<file path="src/rtl/mem_arbiter.sv">
// Round-robin arbiter and sequencer sharing one single-port word memory between
// an instruction-fetch port and a load/store port; sub-word stores run as read-modify-write.
module mem_arbiter #(
  parameter int ADDR_WIDTH = 32
) (
  input  logic                  clk,
  input  logic                  resetn,
  input  logic                  i_req_valid,
  output logic                  i_req_ready,
  input  logic [ADDR_WIDTH-1:0] i_addr,
  output logic                  i_rsp_valid,
  output logic [31:0]           i_rsp_data,
  input  logic                  d_req_valid,
  output logic                  d_req_ready,
  input  logic [ADDR_WIDTH-1:0] d_addr,
  input  logic                  d_we,
  input  logic [31:0]           d_wdata,
  input  logic [3:0]            d_wstrb,
  output logic                  d_rsp_valid,
  output logic [31:0]           d_rsp_data,
  output logic [ADDR_WIDTH-1:0] mem_address,
  output logic [31:0]           mem_data_out,
  input  logic [31:0]           mem_data_in,
  output logic                  mem_we
);
  typedef enum logic [1:0] {
    S_IDLE   = 2'd0,
    S_ACCESS = 2'd1,
    S_MERGE  = 2'd2,
    S_RESP   = 2'd3
  } state_t;

  localparam logic PORT_FETCH = 1'b0;
  localparam logic [ADDR_WIDTH-1:0] WORD_MASK = {{(ADDR_WIDTH-2){1'b1}}, 2'b00};

  state_t                state_q, state_d;
  logic                  last_grant_q, last_grant_d;
  logic                  port_q, port_d;
  logic [ADDR_WIDTH-1:0] addr_q, addr_d;
  logic                  we_q, we_d;
  logic [31:0]           wdata_q, wdata_d;
  logic [3:0]            wstrb_q, wstrb_d;
  logic [31:0]           old_q, old_d;
  logic [31:0]           i_rsp_q, i_rsp_d;
  logic [31:0]           d_rsp_q, d_rsp_d;
  logic                  grant_data_s, accept_i_s, accept_d_s;
  logic                  full_s, partial_s;

  function automatic logic [31:0] merge_lanes(input logic [31:0] old_w,
                                              input logic [31:0] new_w,
                                              input logic [3:0]  strb);
    logic [31:0] res;
    for (int n = 0; n < 4; n++) begin
      res[8*n +: 8] = strb[n] ? new_w[8*n +: 8] : old_w[8*n +: 8];
    end
    return res;
  endfunction

  // On a tie the port that did not win last time gets the grant.
  assign grant_data_s = d_req_valid & (~i_req_valid | (last_grant_q == PORT_FETCH));
  assign accept_i_s   = resetn & (state_q == S_IDLE) & i_req_valid & ~grant_data_s;
  assign accept_d_s   = resetn & (state_q == S_IDLE) & grant_data_s;
  assign i_req_ready  = accept_i_s;
  assign d_req_ready  = accept_d_s;

  assign full_s    = we_q & (wstrb_q == 4'b1111);
  assign partial_s = we_q & (wstrb_q != 4'b1111) & (wstrb_q != 4'b0000);

  // State and request registers.
  always_ff @(posedge clk or negedge resetn) begin
    if (!resetn) begin
      state_q      <= S_IDLE;
      last_grant_q <= PORT_FETCH;
      port_q       <= PORT_FETCH;
      addr_q       <= '0;
      we_q         <= 1'b0;
      wdata_q      <= 32'h0000_0000;
      wstrb_q      <= 4'b0000;
      old_q        <= 32'h0000_0000;
      i_rsp_q      <= 32'h0000_0000;
      d_rsp_q      <= 32'h0000_0000;
    end else begin
      state_q      <= state_d;
      last_grant_q <= last_grant_d;
      port_q       <= port_d;
      addr_q       <= addr_d;
      we_q         <= we_d;
      wdata_q      <= wdata_d;
      wstrb_q      <= wstrb_d;
      old_q        <= old_d;
      i_rsp_q      <= i_rsp_d;
      d_rsp_q      <= d_rsp_d;
    end
  end

  // Sequencer next state; response registers load only on entry to RESP.
  always_comb begin
    state_d      = state_q;
    last_grant_d = last_grant_q;
    port_d       = port_q;
    addr_d       = addr_q;
    we_d         = we_q;
    wdata_d      = wdata_q;
    wstrb_d      = wstrb_q;
    old_d        = old_q;
    i_rsp_d      = i_rsp_q;
    d_rsp_d      = d_rsp_q;
    case (state_q)
      S_IDLE: begin
        if (accept_i_s | accept_d_s) begin
          state_d      = S_ACCESS;
          last_grant_d = accept_d_s;
          port_d       = accept_d_s;
          if (accept_d_s) begin
            addr_d  = d_addr & WORD_MASK;
            we_d    = d_we;
            wdata_d = d_wdata;
            wstrb_d = d_wstrb;
          end else begin
            addr_d  = i_addr & WORD_MASK;
            we_d    = 1'b0;
            wdata_d = wdata_q;
            wstrb_d = 4'b0000;
          end
        end else begin
          state_d = S_IDLE;
        end
      end
      S_ACCESS: begin
        old_d = mem_data_in;
        if (partial_s) begin
          state_d = S_MERGE;
        end else if (port_q == PORT_FETCH) begin
          state_d = S_RESP;
          i_rsp_d = mem_data_in;
        end else begin
          state_d = S_RESP;
          d_rsp_d = mem_data_in;
        end
      end
      S_MERGE: begin
        state_d = S_RESP;
        d_rsp_d = old_q;
      end
      S_RESP:  state_d = S_IDLE;
      default: state_d = S_IDLE;
    endcase
  end

  // Write strobe and data come from state alone, so reset cancels a pending write.
  always_comb begin
    mem_we       = 1'b0;
    mem_data_out = wdata_q;
    case (state_q)
      S_ACCESS: begin
        if (full_s) begin
          mem_we = 1'b1;
        end else begin
          mem_we = 1'b0;
        end
      end
      S_MERGE: begin
        mem_we       = 1'b1;
        mem_data_out = merge_lanes(old_q, wdata_q, wstrb_q);
      end
      default: mem_we = 1'b0;
    endcase
  end

  assign mem_address = addr_q;
  assign i_rsp_valid = (state_q == S_RESP) & (port_q == PORT_FETCH);
  assign d_rsp_valid = (state_q == S_RESP) & (port_q != PORT_FETCH);
  assign i_rsp_data  = i_rsp_q;
  assign d_rsp_data  = d_rsp_q;

endmodule

</file>
<file path="config.mk">
export PLATFORM = sky130hd
export DESIGN_NAME = mem_arbiter
export DESIGN_NICKNAME = d
export VERILOG_FILES = /design/src/rtl/mem_arbiter.sv
export SDC_FILE = /design/constraint.sdc
export NUM_CORES = 1
export LEC_CHECK = 0
export CORE_UTILIZATION = 50
export CTS_BUF_LIST = sky130_fd_sc_hd__clkbuf_2 sky130_fd_sc_hd__clkbuf_4 sky130_fd_sc_hd__clkbuf_8
export DETAILED_ROUTE_END_ITERATION = 6
export PLACE_DENSITY = 0.93
export SLEW_MARGIN = 10
export SYNTH_ARGS = -nofsm -noshare
export SYNTH_HDL_FRONTEND = slang
export SYNTH_SLANG_ARGS = --single-unit
</file>
<file path="constraint.sdc">
create_clock -name clk -period 4.2 [get_ports clk]
set_input_delay 1.05 -clock clk [delete_from_list [all_inputs] [get_ports clk]]
set_output_delay 1.05 -clock clk [all_outputs]
set_load 0.05 [all_outputs]
</file>
==> key figures, run 1 <==
Placement
  – Pre-CTS WS: 0.5802 ns
  – Routability cong.: 0.8053
  – Post-detail-place hpwl: around 14 mm
  – Port Buf Inserts: about 260
  – Cell count after placement: 913

Die
  – Ports: 270
  – Die area: roughly 0.015 mm²
  – Initial Utilization: approximately 52%
  – Die X: ~120 µm
  – Die height: between 100 and 150 µm
  – Row Count: 43
  – Core area: around 0.014 mm²

Yosys
  – Post-Syn Area per Cell: 14.83 µm²
  – Post-synthesis sequential area ratio: between 50% and 60%
  – Post-synth cell types: 28
  – Syn Std Cell Area: ~0.0073 mm²
  – #FFs+latches synth: between 150 and 200
  – Cell count after synthesis: slightly below 500
  – Yosys warnings: 0

Timing
  – F_max: about 250 MHz
  – Final hold vios: 0
  – Final Skew: between 0.008 and 0.009 ns
  – Relative slew slack: between 30% and 40%
  – Setup tns final: 0 ns
  – Final setup violation count: 0
  – RSZ-0062 raised after global routing: no
  – Worst slew pin tran: 0.9791 ns
  – Min Hold Slack: a little under 0.5 ns
  – Final WS setup: between 0.15 and 0.2 ns
  – Final worst path period share: 95.79%
  – Tmin final: between 4 and 5 ns
  – Slew Viols, Final: 0

Finish
  – Final Non-Filler Cells: approximately 950
  – Share of cells above drive strength 1: roughly a third
  – N_diodes: 0
  – Area Overhead vs Synth: 44.78%
  – # nets final: 894
  – Fillers: between 800 and 900

CTS
  – CTS Root Cell: clkbuf_8
  – H-tree depth: 4
  – Setup repair bufs after CTS: 0
  – CTS max path bufs: 2
  – Num Clock Sinks: 166
  – CTS tree: done
  – Worst-Skew Late Latency: 0.45 ns
  – Hold_buf cts: 0
  – Clock-pin slew on the worst setup and hold paths: 0.08 ns
  – Cts bufs inserted: 17

GRT
  – Pin count of the biggest net entering global routing: 79
  – Gr ovfl total: 0
  – Vias in the first global route: 5581
  – GRT Util Overall: about a quarter
  – First-pass GRT wire length: 29.62 mm
  – Antenna violations before repair: 0

Worst setup path
  – Crit end category: output pin
  – Worst setup SP type: register
  – Crit-path max FO: 15
  – Arr. time, crit path: slightly below 3 ns
  – Critical path's largest stage delay: about 0.82 ns
  – Origin of the critical flop-to-flop path: state_q[1]
  – Slowest-stage cell, CP: clkdlybuf4s50_1
  – Crit Path Category: reg2out
  – Critical Path RT: about 3.2 ns
  – Crit-path cells: inv_1 > ha_2 > nand2b_1 > mux2_2 > clkdlybuf4s50_1
  – CP Launch Point: state_q[0]

Routing
  – Post-route ant nets: 0
  – 1st-pass router iterations: 4
  – Vias per cell: about 5.5
  – Initial DRC count: roughly 220
  – Vias: 5168
  – Post-Route WL: about 20 mm
  – Drc violations: 0
  – Routed length per instance: roughly 21 µm

Flow run
  – Max_cap viols: 0

Hold path
  – Min-Delay Path Class: in2async

Run status
  – Status: finished clean
-- Yosys cell counts --
cell type	number	area (µm²)
nor2_1	1	3.750
a21oi_1	3	15.01
conb_1	1	3.750
mux2_2	188	2117
dfrtp_1	166	4154
nand2_1	1	3.750
o21a_1	1	7.510
mux2i_1	1	10.01
clkbuf_1	25	93.84
or4_4	1	11.26
nor2b_1	1	6.260
and2_1	31	193.9
buf_4	5	37.54
a221o_1	30	300.3
mux2_1	4	45.04
ha_1	5	62.56
o22ai_1	1	6.260
buf_6	3	33.78
nand3_1	3	15.01
a311oi_4	1	26.28
nand2b_1	4	25.02
a41oi_2	1	16.27
and4_1	1	8.760
inv_1	5	18.77
a22o_1	5	43.79
a31o_2	1	8.760
nand4_1	1	6.260
o211ai_1	1	7.510
-- per-stage QoR --
| step | area (µm²) | utilization [%] |
|---|---|---|
| 3_5_place_dp | 10110 | 72.02 |
| 4_1_cts | 10540 | 75.02 |
| 6_report | 10540 | 75.08 |
| 5_1_grt | 10540 | 75.08 |
| 3_3_place_gp | 10110 | 72.02 |
| 2_1_floorplan | 7286 | - |
-- worst paths after layout --
check | end | slack (ns) | cells after the start
hold / removal | i_rsp_data[14] | 0.49 | 1
setup reg to reg | i_rsp_data[1] | 1.53 | 7
setup / recovery | mem_data_out[7] | 0.18 | 5
min in group clk | i_rsp_data[6] | 0.49 | 1
max in group asynchronous | wdata_q[12] | 2.38 | 2
hold reg to reg | i_rsp_data[6] | 0.49 | 1
-- worst max-delay path, delay by kind of cell (launching register included) --
kind / cells / cell delay [ns]
mux: 1 / 0.32
fa+ha+maj: 1 / 0.45
buf+inv: 2 / 0.95
simple gates: 1 / 0.36
flops: 1 / 0.43
-- cells by family after synthesis --
logic type | synth area share (%)
other cells | 0.05150
flops | 57.04
fa+ha+maj | 0.8591
compound gates | 5.928
mux | 29.83
simple gates | 3.763
buf+inv | 2.526
-- cell usage in the layout, fill, tap and decap left out, types with 4 or more instances in the layout --
cell type,Yosys,routed
clkdlybuf4s50_1,0,257
and2_1,31,31
dfrtp_1,166,166
clkbuf_8,0,19
a22o_1,5,5
a221o_1,30,30
clkbuf_4,0,5
mux2_1,4,4
nand2b_1,4,4
inv_1,5,5
buf_4,5,11
mux2_2,188,188
-- what timing repair did --
| item | in CTS | in global routing |
|---|---|---|
| setup endpoints to repair | 0 | 3 |
| hold endpoints to repair | 0 | 0 |
| resized for setup | 0 | 3 |
-- layer usage --
layer	vias up	GRT usage (%)	wire, µm
met5	-	0	0
met4	0	9.223	301
met3	23	9.154	1590
met1	2644	28.53	7278
met2	191	48.42	10340
li1	2310	-	-
-- flip-flops by register name, summed over array words and instances, names as in the netlist --
name         count
mem_address     30
port_q           1
wdata_q         32
old_q           32
state_q          2
i_rsp_data      32
d_rsp_data      32
we_q             1
wstrb_q          4
-- layout make-up --
cell class | instances | area, µm² | share of cell area [%]
Tap cell | 180 | 225.2 | 2.136
Sequential cell | 166 | 4154 | 39.40
Timing Repair Buffer | 274 | 2744 | 26.03
Clock inverter | 8 | 122.6 | 1.163
Inverter | 5 | 18.77 | 0.1780
Clock buffer | 24 | 299.0 | 2.836
Multi-Input combinational cell | 288 | 2979 | 28.26
Power of run 1 is not shown: default switching activity piles up to over one toggle a cycle in this logic, so the estimate is an artifact.
==> run 2: changes to the inputs <==
Settings changed: CORE_UTILIZATION 50 to 55, DONT_BUFFER_PORTS set to 1, GPL_ROUTABILITY_DRIVEN set to 1, PLACE_DENSITY 0.93 to 0.74.
==> key figures, run 2 (synthesis results as in run 1) <==
CTS
  – Worst-Skew Late Latency: 0.45 ns (about the same)
  – H-tree depth: 4 (unchanged)
  – Hold_buf cts: 0 (unchanged)
  – Clock-pin slew on the worst setup and hold paths: 0.07 ns (about the same)
  – Setup repair bufs after CTS: 0 (unchanged)
  – CTS Root Cell: clkbuf_8
  – CTS tree: done
  – Cts bufs inserted: 17 (unchanged)
  – Resized Gates After CTS: 0 (unchanged)
  – Num Clock Sinks: 166 (unchanged)
  – CTS max path bufs: 2 (unchanged)

Worst setup path
  – Crit Path Category: reg2out
  – Crit end category: output pin
  – Critical Path RT: 3.15 ns (about the same)
  – Crit-path cells: inv_1 > ha_2 > nand2b_1 > mux2_2
  – WP buf/inv: 1 (-1)
  – Crit-path max FO: 19 (+4)
  – Origin of the critical flop-to-flop path: state_q[1]
  – Critical path's largest stage delay: 0.53 ns (-0.29 ns)
  – CP Launch Point: state_q[0]
  – Slowest-stage cell, CP: mux2_2
  – Cell family with most CP delay: multiplexers
  – Arr. time, crit path: 2.45 ns (-0.52 ns)
  – Worst setup SP type: register

GRT
  – Gr ovfl total: 0 (unchanged)
  – Met1 usage: 26.90% (-1.6 points)
  – GR peak layer: met2
  – Vias in the first global route: 4316 (-23%)
  – Pin count of the biggest net entering global routing: 171 (+120%)
  – First-pass GRT wire length: 23.08 mm (-22%)
  – Antenna violations before repair: 0 (unchanged)
  – Routing usage on met3: 8.136% (-1.0 points)
  – GRT Util Overall: 23.38% (-3.3 points)
  – Grt met2 use: 40.24% (-8.2 points)

Routing
  – Vias: 4069 (-21%)
  – 1st-pass router iterations: 4 (unchanged)
  – Vias per cell: 6.073 (+11%)
  – Routed length per instance: 23.63 µm (+14%)
  – Drc violations: 0 (unchanged)
  – Post-route ant nets: 0 (unchanged)
  – Initial DRC count: 210 (-5.4%)
  – Post-Route WL: 15.83 mm (-19%)

Timing
  – Final setup violation count: 0 (unchanged)
  – Slew Viols, Final: 0 (unchanged)
  – Final worst path period share: 83.38% (-12 points)
  – Worst slew pin tran: 1.006 ns (+0.02674 ns)
  – Tmin final: 3.502 ns (-0.5210 ns)
  – Relative slew slack: 32.81% (-1.9 points)
  – Final hold vios: 0 (unchanged)
  – Final Skew: 0.007839 ns (-0.001070 ns)
  – Min Hold Slack: 0.2955 ns (-0.1913 ns)
  – Setup tns final: 0 ns (unchanged)
  – RSZ-0062 raised after global routing: no
  – F_max: 285.5 MHz (+15%)

Finish
  – N_diodes: 0 (unchanged)
  – # nets final: 630 (-30%)
  – Most common cell after layout, fill and taps aside: mux2_2
  – Area Overhead vs Synth: 7.251%
  – Share of cells above drive strength 1: 47.19% (+16 points)
  – Final core occ: 61.14% (-14 points)
  – Most frequent cells in the layout: mux2_2 (188), dfrtp_1 (166), and2_1 (31), a221o_1 (30), clkbuf_8 (20)

Die
  – Core area: 0.01277 mm² (-9.0%)
  – Ports: 270 (unchanged)
  – Die height: 117.1 µm (-4.6%)
  – Initial Utilization: 57.01% (+5.2 points)
  – Die area: 0.01370 mm² (-8.9%)
  – Die X: 117.1 µm (-4.6%)
  – Row Count: 41 (-4.7%)

Run status
  – Status: finished clean

Hold path
  – Min-Delay Path Class: in2async

Placement
  – Routability cong.: 0.7066 (-12%)
  – Port Buf Inserts: 0 (-100%)
  – Post-detail-place hpwl: 10.99 mm (-19%)

Flow run
  – Max_cap viols: 0 (unchanged)
==> run 2: final timing paths <==
check,slack (ns),to,cells after the start
worst min register to register,0.51,wdata_q[25],1
max in group asynchronous,3.65,d_rsp_data[31],0
worst max-delay path,0.70,mem_data_out[16],4
worst min-delay path,0.30,i_rsp_data[24],0
worst max register to register,1.41,d_rsp_data[12],7
min in group clk,0.51,wdata_q[25],1
==> run 2: layer usage <==
layer / vias to the layer above / wire [µm]
met2: 167 / 8161
met4: 0 / 247
met3: 17 / 1210
met1: 2105 / 6210
met5: - / 0
li1: 1780 / -
==> run 2: per-stage QoR <==
step | cells | cell area [µm²] | worst slack (ns)
floorplan | 492 | 7286 | 1.127
global placement | 641 | 7450 | 1.149
detailed placement | 641 | 7450 | 1.119
CTS | 670 | 7810 | 0.6197
global route | 670 | 7810 | 0.5112
finish | 670 | 7810 | 0.6979
==> run 2: layout make-up <==
cell class              count  area (µm²)
fillers                   969        4964
flip-flops and latches    166        4154
multi-input cells         288        2987
clock buffers              25       312.8
well taps                 172       215.2
repair buffers             10       75.07
clock inverters             4       47.55
inverters                   5       18.77
Power of run 2 is left out for the same reason.
